**src/rtl/hyperbus_trans_arbiter.sv**
```systemverilog
// rtl/hyperbus_trans_arbiter.sv - round-robin arbiter for the shared HyperBus PHY transaction port
//
// Grants one requester at a time, forwards its transaction and chip select to
// the PHY path, and holds that grant until the completion is handed back to the
// same requester. Only one transaction is outstanding at a time.
//
// Optional feature: define HYPERBUS_ARB_TIMEOUT_EN to add a completion
// watchdog. It adds an ABORT state and a timeout_o port.
//
// Parameters: NumReq, NumChips, trans_t, TimeoutCycles
//
// Ports:
//   clk_i, rst_ni        clock, synchronous active-low reset
//   req_trans_i/req_cs_i per-requester payload and chip select
//   req_valid_i          per-requester request valid
//   req_ready_o          per-requester request accepted
//   req_done_valid_o     per-requester completion valid
//   req_done_error_o     completion error flag, shared by all requesters
//   req_done_ready_i     per-requester completion accept
//   trans_o/trans_cs_o   payload and chip select of the granted requester
//   trans_valid_o        transaction valid toward the PHY path
//   trans_ready_i        transaction accept from the PHY path
//   done_valid_i         completion valid from the PHY path
//   done_error_i         completion error from the PHY path
//   done_ready_o         completion accept toward the PHY path
//   gnt_idx_o            current or last grant index
//   busy_o               arbiter is not idle
//   timeout_o            one-cycle pulse on watchdog expiry (watchdog builds only)
module hyperbus_trans_arbiter #(
    parameter int unsigned NumReq        = 2,
    parameter int unsigned NumChips      = 2,
    parameter type         trans_t       = logic,
    parameter int unsigned TimeoutCycles = 1024
) (
    input  logic                               clk_i,
    input  logic                               rst_ni,
    input  trans_t                             req_trans_i [NumReq],
    input  logic [NumReq-1:0][NumChips-1:0]    req_cs_i,
    input  logic [NumReq-1:0]                  req_valid_i,
    output logic [NumReq-1:0]                  req_ready_o,
    output logic [NumReq-1:0]                  req_done_valid_o,
    output logic                               req_done_error_o,
    input  logic [NumReq-1:0]                  req_done_ready_i,
    output trans_t                             trans_o,
    output logic [NumChips-1:0]                trans_cs_o,
    output logic                               trans_valid_o,
    input  logic                               trans_ready_i,
    input  logic                               done_valid_i,
    input  logic                               done_error_i,
    output logic                               done_ready_o,
    output logic [$clog2(NumReq)-1:0]          gnt_idx_o,
`ifdef HYPERBUS_ARB_TIMEOUT_EN
    output logic                               timeout_o,
`endif
    output logic                               busy_o
);

    localparam int unsigned IdxW = $clog2(NumReq);

    if (NumReq < 2 || TimeoutCycles < 2) begin : g_param_err
        $error("hyperbus_trans_arbiter: NumReq and TimeoutCycles must both be >= 2");
    end

`ifdef HYPERBUS_ARB_TIMEOUT_EN
    typedef enum logic [1:0] {
        ST_IDLE  = 2'd0,
        ST_ISSUE = 2'd1,
        ST_WAIT  = 2'd2,
        ST_ABORT = 2'd3
    } state_e;

    localparam int unsigned CntW = $clog2(TimeoutCycles);
    logic [CntW-1:0] wdog_cnt;
`else
    typedef enum logic [1:0] {
        ST_IDLE  = 2'd0,
        ST_ISSUE = 2'd1,
        ST_WAIT  = 2'd2
    } state_e;
`endif

    state_e          state;
    logic [IdxW-1:0] rr_ptr;
    logic [IdxW-1:0] arb_idx;
    logic [IdxW-1:0] cand;
    logic            arb_found;

    // Search starts one past the last completed grant, so the most recent
    // owner is considered last.
    always_comb begin
        arb_found = 1'b0;
        arb_idx   = '0;
        cand      = '0;
        for (int i = 1; i <= int'(NumReq); i++) begin
            cand = IdxW'((int'(rr_ptr) + i) % int'(NumReq));
            if (!arb_found && req_valid_i[cand]) begin
                arb_found = 1'b1;
                arb_idx   = cand;
            end
        end
    end

    always_comb begin
        trans_o          = '0;
        trans_cs_o       = '0;
        trans_valid_o    = 1'b0;
        req_ready_o      = '0;
        req_done_valid_o = '0;
        req_done_error_o = 1'b0;
        done_ready_o     = 1'b0;
        case (state)
            ST_ISSUE: begin
                trans_o                = req_trans_i[gnt_idx_o];
                trans_cs_o             = req_cs_i[gnt_idx_o];
                trans_valid_o          = 1'b1;
                req_ready_o[gnt_idx_o] = trans_ready_i;
            end
            ST_WAIT: begin
                req_done_valid_o[gnt_idx_o] = done_valid_i;
                req_done_error_o            = done_error_i;
                done_ready_o                = req_done_ready_i[gnt_idx_o];
            end
`ifdef HYPERBUS_ARB_TIMEOUT_EN
            ST_ABORT: begin
                req_done_valid_o[gnt_idx_o] = 1'b1;
                req_done_error_o            = 1'b1;
            end
`endif
            default: ;
        endcase
`ifdef HYPERBUS_ARB_TIMEOUT_EN
        // Outside WAIT any completion is stale (e.g. after an abort); sink it.
        if (state != ST_WAIT) begin
            done_ready_o = 1'b1;
        end
`endif
    end

    assign busy_o = (state != ST_IDLE);

    always_ff @(posedge clk_i) begin
        if (!rst_ni) begin
            state     <= ST_IDLE;
            rr_ptr    <= IdxW'(NumReq - 1);
            gnt_idx_o <= '0;
`ifdef HYPERBUS_ARB_TIMEOUT_EN
            wdog_cnt  <= '0;
            timeout_o <= 1'b0;
`endif
        end else begin
`ifdef HYPERBUS_ARB_TIMEOUT_EN
            timeout_o <= 1'b0;
`endif
            case (state)
                ST_IDLE: begin
                    if (arb_found) begin
                        gnt_idx_o <= arb_idx;
                        state     <= ST_ISSUE;
                    end
                end
                ST_ISSUE: begin
                    if (trans_ready_i) begin
                        state <= ST_WAIT;
`ifdef HYPERBUS_ARB_TIMEOUT_EN
                        wdog_cnt <= '0;
`endif
                    end
                end
                ST_WAIT: begin
                    if (done_valid_i && req_done_ready_i[gnt_idx_o]) begin
                        rr_ptr <= gnt_idx_o;
                        state  <= ST_IDLE;
                    end
`ifdef HYPERBUS_ARB_TIMEOUT_EN
                    else if (wdog_cnt == CntW'(TimeoutCycles - 1)) begin
                        state     <= ST_ABORT;
                        timeout_o <= 1'b1;
                    end else begin
                        wdog_cnt <= wdog_cnt + 1'b1;
                    end
`endif
                end
`ifdef HYPERBUS_ARB_TIMEOUT_EN
                ST_ABORT: begin
                    if (req_done_ready_i[gnt_idx_o]) begin
                        rr_ptr <= gnt_idx_o;
                        state  <= ST_IDLE;
                    end
                end
`endif
                default: state <= ST_IDLE;
            endcase
        end
    end

endmodule

```
**config.mk**
```make
export PLATFORM = sky130hd
export DESIGN_NAME = hyperbus_trans_arbiter
export DESIGN_NICKNAME = d
export VERILOG_FILES = /design/src/rtl/hyperbus_trans_arbiter.sv
export SDC_FILE = /design/constraint.sdc
export NUM_CORES = 1
export LEC_CHECK = 0
export ABC_AREA = 1
export BUFFER_PORTS_ARGS = -buffer_cell sky130_fd_sc_hd__buf_2
export CAP_MARGIN = 15
export CORE_AREA = 2 2 39 41
export CTS_BUF_LIST = sky130_fd_sc_hd__clkbuf_8
export CTS_CLUSTER_DIAMETER = 100
export DETAILED_ROUTE_END_ITERATION = 8
export DIE_AREA = 0 0 41 43
export PLACE_DENSITY = 0.63
export SYNTH_ARGS = -nofsm -noshare
export SYNTH_HDL_FRONTEND = slang
export SYNTH_SLANG_ARGS = --single-unit
export TNS_END_PERCENT = 100
```
**constraint.sdc**
```tcl
create_clock -name clk_i -period 1.5 [get_ports clk_i]
set_clock_uncertainty 0.15 [all_clocks]
set_input_delay 0.15 -clock clk_i [delete_from_list [all_inputs] [get_ports clk_i]]
set_output_delay 0.15 -clock clk_i [all_outputs]
set_load 0.1 [all_outputs]
```
==> qor.yml, run 1 <==
worst_setup_path:
  slowest_delay_ps: 350
  cp.arrival_ps: 1210
  path_depth: 3
  rr_startpoint: "gnt_idx_o"
  r2r_slack_ps: 290
  worstSetupPathType: "reg -> out"
  worstPathMaxFanout: 5
  slowest_stage: "dfxtp_2"
  cp-start-kind: "register"
  critPathBufInv: 1
  path_delay_family: "simple AND/OR/NAND/NOR gates"
  worstPathRequired_ps: 1200
  reg2reg_depth: 6
  cp_cell_sequence: "nand3b_1, nor2_4, buf_12"
  crit-reg2reg-capture: "state[1]"
  crit_path_end_kind: "output port"
routing:
  top_layer: "met4"
  wire_per_inst_um: 11.1
  drc: 0
  wl_met2_um: 640
  detail-route-antenna-nets: 0
  routed_wl_um: 1150
  routed-wl-met3_um: 99
  dr.first_iter.drc_count: 6
  dr.pass1.iters: 4
  viasPerCell: 4.48
  wl_met1_um: 381
  vias: 466
timing:
  finalHoldViolCount: 0
  fin_ws_ps: -9.26
  fmax_mhz: 663
  rsz0062_at_grt: "true"
  fin_crit_ps: 1510
  slew_violations: 0
  worst_pin_slew_ps: 272
  period_share: 1.01
  setup_viol: 2
  hold_slack_ps: 58.5
  slew_headroom: 0.818
job:
  max_cap_violations: 0
placed_design:
  globalplace.congestion: 0.751
  numPortBuffers: 26
  pre_cts_ws_ps: 135
  hpwl_um: 819
power_and_ir_drop:
  powerDensity_nw_per_um2: 910
  leakagePower_nw: 0.371
  ir_drop_uv: 529
logic_synthesis:
  ys_ff_latch: 4
  async_reset_ff_frac: 0
  yosys_warnings: 0
  avgSynthCellArea_um2: 5.62
  synth_fp_nets: 68
  seq_area_frac_synth: 0.269
  synth-edff-count: 0
  syn-cell-area_um2: 298
  synthTopCellsByArea: "dfxtp_1, nand2_1, a21oi_1"
  synth_top_area_share: 0.269
  ys_types: 12
  synth.most_common_cell: "nand2_1"
  synth_top_area_cell: "dfxtp_1"
  synth-main-ff-cell: "dfxtp_1"
  synthTopCellsByCount: "nand2_1, a21oi_1, inv_1, nor2_1, nand3_1"
  synth_cells: 53
global_routing:
  grt_pass1_vias: 431
  grt_max_degree: 9
  grt_use_total: 0.137
  antenna_found_initial: 0
  gr-total-overflow: 0
  grt_pass1_wl_um: 1630
finish:
  syn2layout_area_growth_pct: 178
  final_util: 0.599
  antennaDiodeCount: 0
  drive_gt1_frac: 0.602
  layout.nets: 104
floorplan:
  rows: 14
  die_h_um: 43
  top_level_ports: 27
  start_util: 0.215
  die_w_um: 41
  core_area_um2: 1380
  dieArea_um2: 1760
clocking:
  clockRootBuffer: "clkbuf_8"
  htreeDepth: 1
  insertion_delay_ps: 220
  cts_inserted_buffers: 3
  cts.clk_slew.worst_paths_ps: 30
  cts_tree: "built"
  cts.sinks: 4
  cts_buffer_depth: 2
min_path:
  min_to: "gnt_idx_o"
  hp-start: "req_valid_i[1]"
  hp-class: "in -> reg"
  holdPathStages: 3
run_status:
  violations: "setup timing"
  status: "complete, but fails checks"
[registers in the layout, summed over array words and instances, names as in the netlist]
name / cells
rr_ptr: 1
state: 2
gnt_idx_o: 1
[worst register-to-register path, delay by kind of cell (launching register included)]
family | cells | cell delay, ps
flip-flops | 1 | 430
AND/OR/NAND/NOR | 4 | 370
AO/OA/AOI/OAI | 1 | 120
buffers and inverters | 1 | 60
[how the worst max path moves through the flow]
stage                        start                   to  slack (ps)
final                     state[1]       req_ready_o[1]          -9
after global routing      state[1]       req_ready_o[1]         -30
after CTS                 state[1]       req_ready_o[0]          10
after detailed placement  state[1]  req_done_valid_o[1]         140
after global placement    state[1]  req_done_valid_o[1]         170
after floorplan           state[0]        trans_cs_o[0]        -380
[placed cells by master, fill, tap and decap left out]
master	n
buf_12	12
clkbuf_8	3
inv_8	1
nor2_4	7
inv_2	1
nand3_1	5
dfxtp_2	2
or2_1	1
a21oi_1	3
dfxtp_1	1
a21oi_4	4
buf_2	14
buf_4	4
nand2_2	1
dfxtp_4	1
o21ai_1	1
nor2_1	1
nand3b_1	1
inv_1	7
nand2_1	14
inv_4	2
buf_6	1
dlygate4sd3_1	1
[final cells by class]
| class | instances | area [µm²] |
|---|---|---|
| fillers | 127 | 556 |
| repair buffers | 32 | 362 |
| multi-input cells | 38 | 265 |
| flip-flops and latches | 4 | 86.3 |
| inverters | 10 | 50.0 |
| clock buffers | 3 | 41.3 |
| well taps | 16 | 20.0 |
| clock inverters | 1 | 3.75 |
[layer usage]
layer	vias to the layer above	GRT usage
li1	235	-
met1	201	0.119
met2	26	0.244
met3	4	0.0471
met4	0	0.0867
met5	-	0
[report_power, final]
part | leakage [nW] | switching [mW] | internal, mW | total (mW)
Combinational | 0.310 | 0.249 | 0.139 | 0.388
Clock | 0.0269 | 0.0603 | 0.175 | 0.235
Sequential | 0.0342 | 0.0156 | 0.115 | 0.131
Total | 0.371 | 0.325 | 0.429 | 0.754
[metrics by stage]
stage / power [mW] / instances / TNS, ps / area [µm²]
floorplan: 0.372 / 53 / -1690 / 403
global placement: 0.492 / 95 / 0 / 726
detailed placement: 0.497 / 95 / 0 / 726
CTS: 0.753 / 103 / 0 / 812
global route: 0.785 / 104 / -87.6 / 828
finish: 0.754 / 104 / -15.0 / 828
[kinds of logic (layout without fill, tap and decap cells)]
group / after synthesis / count (layout) / share of synthesized area
buf+inv: 11 / 46 / 0.151
compound gates: 8 / 8 / 0.134
flops: 4 / 4 / 0.269
simple gates: 30 / 30 / 0.445
[repair_timing]
item | CTS | global route
pin swaps | 4 | 2
hold endpoints to repair | 1 | 0
buffers inserted | 3 | 1
hold buffers | 1 | 0
endpoints found under the setup margin | 8 | 8
resized for setup | 5 | 2
Note: power is estimated with default switching activity, not from simulation.
==> run 2, diff against run 1 <==
Clock period 1.5 ns to 1.8 ns, I/O delays scaled along.
==> run 2 against run 1 <==
The run now ends clean. Clock power shrank 20%. Sequential power decreased by 18%. Via count fell by 8.2%. Sequential cell count is the same. Register-to-register slack gained 250 ps. Global-route usage decreased by 1.2 points. Power fell by 25%. Critical path type unchanged. Critical endpoint is now req_done_valid_o[0].
==> qor.yml, run 2 (synthesis results as in run 1) <==
timing:
  rsz0062_at_grt: "false"
  worst_pin_slew_ps: 491
  fin_crit_ps: 1690
  slew_violations: 0
  finalHoldViolCount: 0
  setup_viol: 0
  slew_headroom: 0.675
  period_share: 0.940
  fin_ws_ps: 108
  fmax_mhz: 591
worst_setup_path:
  rr_startpoint: "gnt_idx_o"
  path_delay_family: "simple AND/OR/NAND/NOR gates"
  slowest_delay_ps: 420
  crit_path_end_kind: "output port"
  worstPathMaxFanout: 5
  critPathBufInv: 2
  cp_cell_sequence: "nand2_2, nor2_1, inv_1, nor2_2, buf_12"
  worstSetupPathType: "reg -> out"
  crit-reg2reg-capture: "rr_ptr"
  slowest_stage: "dfxtp_1"
  cp.arrival_ps: 1360
  reg2reg_depth: 6
  worstPathRequired_ps: 1470
  r2r_slack_ps: 540
  cp-start-kind: "register"
routing:
  routed_wl_um: 911
  detail-route-antenna-nets: 0
  vias: 428
  drc: 0
  dr.pass1.iters: 2
  wire_per_inst_um: 9.39
  viasPerCell: 4.41
  dr.first_iter.drc_count: 2
power_and_ir_drop:
  leakagePower_nw: 0.315
  intPower_mw: 0.314
  power.share.switching: 0.442
  powerDensity_nw_per_um2: 831
  pwr-share-seq: 0.190
  p_clk_frac: 0.337
  p_sw_mw: 0.249
  ir_drop_uv: 509
  p_comb_frac: 0.474
global_routing:
  grt_util_met2: 0.172
  grt_use_met1: 0.148
  grt_max_degree: 11
  top_usage_layer: "met2"
  grt_pass1_wl_um: 1500
  met3_usage: 0.0471
  gr-total-overflow: 0
  grt_pass1_vias: 368
  grt_use_total: 0.126
  antenna_found_initial: 0
finish:
  reg_top3: "state (2), gnt_idx_o (1), rr_ptr (1)"
  final_common_cell: "buf_2"
  final_util: 0.489
  drive_gt1_frac: 0.556
  top_register: "state"
  final_cell_mix: "buf_2, nand2_1, buf_12"
  syn2layout_area_growth_pct: 127
  largest_register_ffs: 2
  antennaDiodeCount: 0
  layout.nets: 98
min_path:
  holdPathStages: 2
  hp-class: "in -> reg"
  hp-start: "rst_ni"
  min_to: "rr_ptr"
floorplan:
  start_util: 0.215
  core_area_um2: 1380
  rows: 14
  top_level_ports: 27
  die_h_um: 43
  dieArea_um2: 1760
  die_w_um: 41
placed_design:
  pre_cts_ws_ps: 277
  hpwl_um: 777
  numPortBuffers: 26
  globalplace.congestion: 0.719
clocking:
  cts.clk_slew.worst_paths_ps: 30
  clockRootBuffer: "clkbuf_8"
  cts_buffer_depth: 2
  cts_inserted_buffers: 3
  cts.sinks: 4
  insertion_delay_ps: 220
  cts_tree: "built"
  htreeDepth: 1
run_status:
  status: "completed"
job:
  max_cap_violations: 0
run 2: cell count changes in the layout (fill, tap and decap cells not counted), sizes merged:
cell | before | now
dlygate4sd3 | 1 | 0
buf | 31 | 26
inv | 11 | 10
run 2: layout make-up:
| cell class | instances | area (µm²) |
|---|---|---|
| well taps | 16 | 20.0 |
| flip-flops and latches | 4 | 82.6 |
| clock buffers | 3 | 41.3 |
| repair buffers | 26 | 250 |
| inverters | 10 | 40.0 |
| multi-input cells | 38 | 243 |
| fillers | 144 | 707 |
run 2: worst max path at each step:
stage / startpoint / endpoint / slack (ps) / cells after the start
finish: state[1] / req_done_valid_o[0] / 110 / 5
global route: state[1] / req_done_valid_o[0] / 40 / 5
CTS: state[1] / req_done_valid_o[0] / 60 / 5
detailed placement: state[1] / req_done_valid_o[0] / 280 / 5
global placement: state[1] / req_done_valid_o[0] / 330 / 5
floorplan: state[0] / trans_cs_o[0] / -110 / 4
run 2: power groups by stage:
stage                     registers, mW  clock network (mW)  logic, mW
after floorplan                   0.114                   0      0.187
after global placement            0.107                   0      0.265
after detailed placement          0.108                   0      0.267
after CTS                         0.107               0.193      0.268
after global routing              0.108               0.201      0.281
final                             0.107               0.189      0.266
run 2: metal layers:
metal	part of all wire	wire length [µm]
met1	0.40	365
met2	0.44	404
met3	0.13	118
met4	0.025	23
met5	0	0
run 2: per-stage QoR:
stage | total power, mW | hold WS (ps) | instances | TNS (ps) | area, µm²
floorplan | 0.301 | 114 | 53 | -615 | 370
finish | 0.562 | 20.1 | 97 | 0 | 677
CTS | 0.568 | 21.2 | 97 | 0 | 674
global placement | 0.372 | 237 | 94 | 0 | 633
detailed placement | 0.375 | 238 | 94 | 0 | 633
global route | 0.589 | 34.5 | 97 | 0 | 677
run 2: what timing repair did:
action | CTS | global route
endpoints found under the setup margin | 0 | 2
hold endpoints to repair | 0 | 0
setup buffers | 0 | 0
hold buffers | 0 | 0
resized for setup | 0 | 1
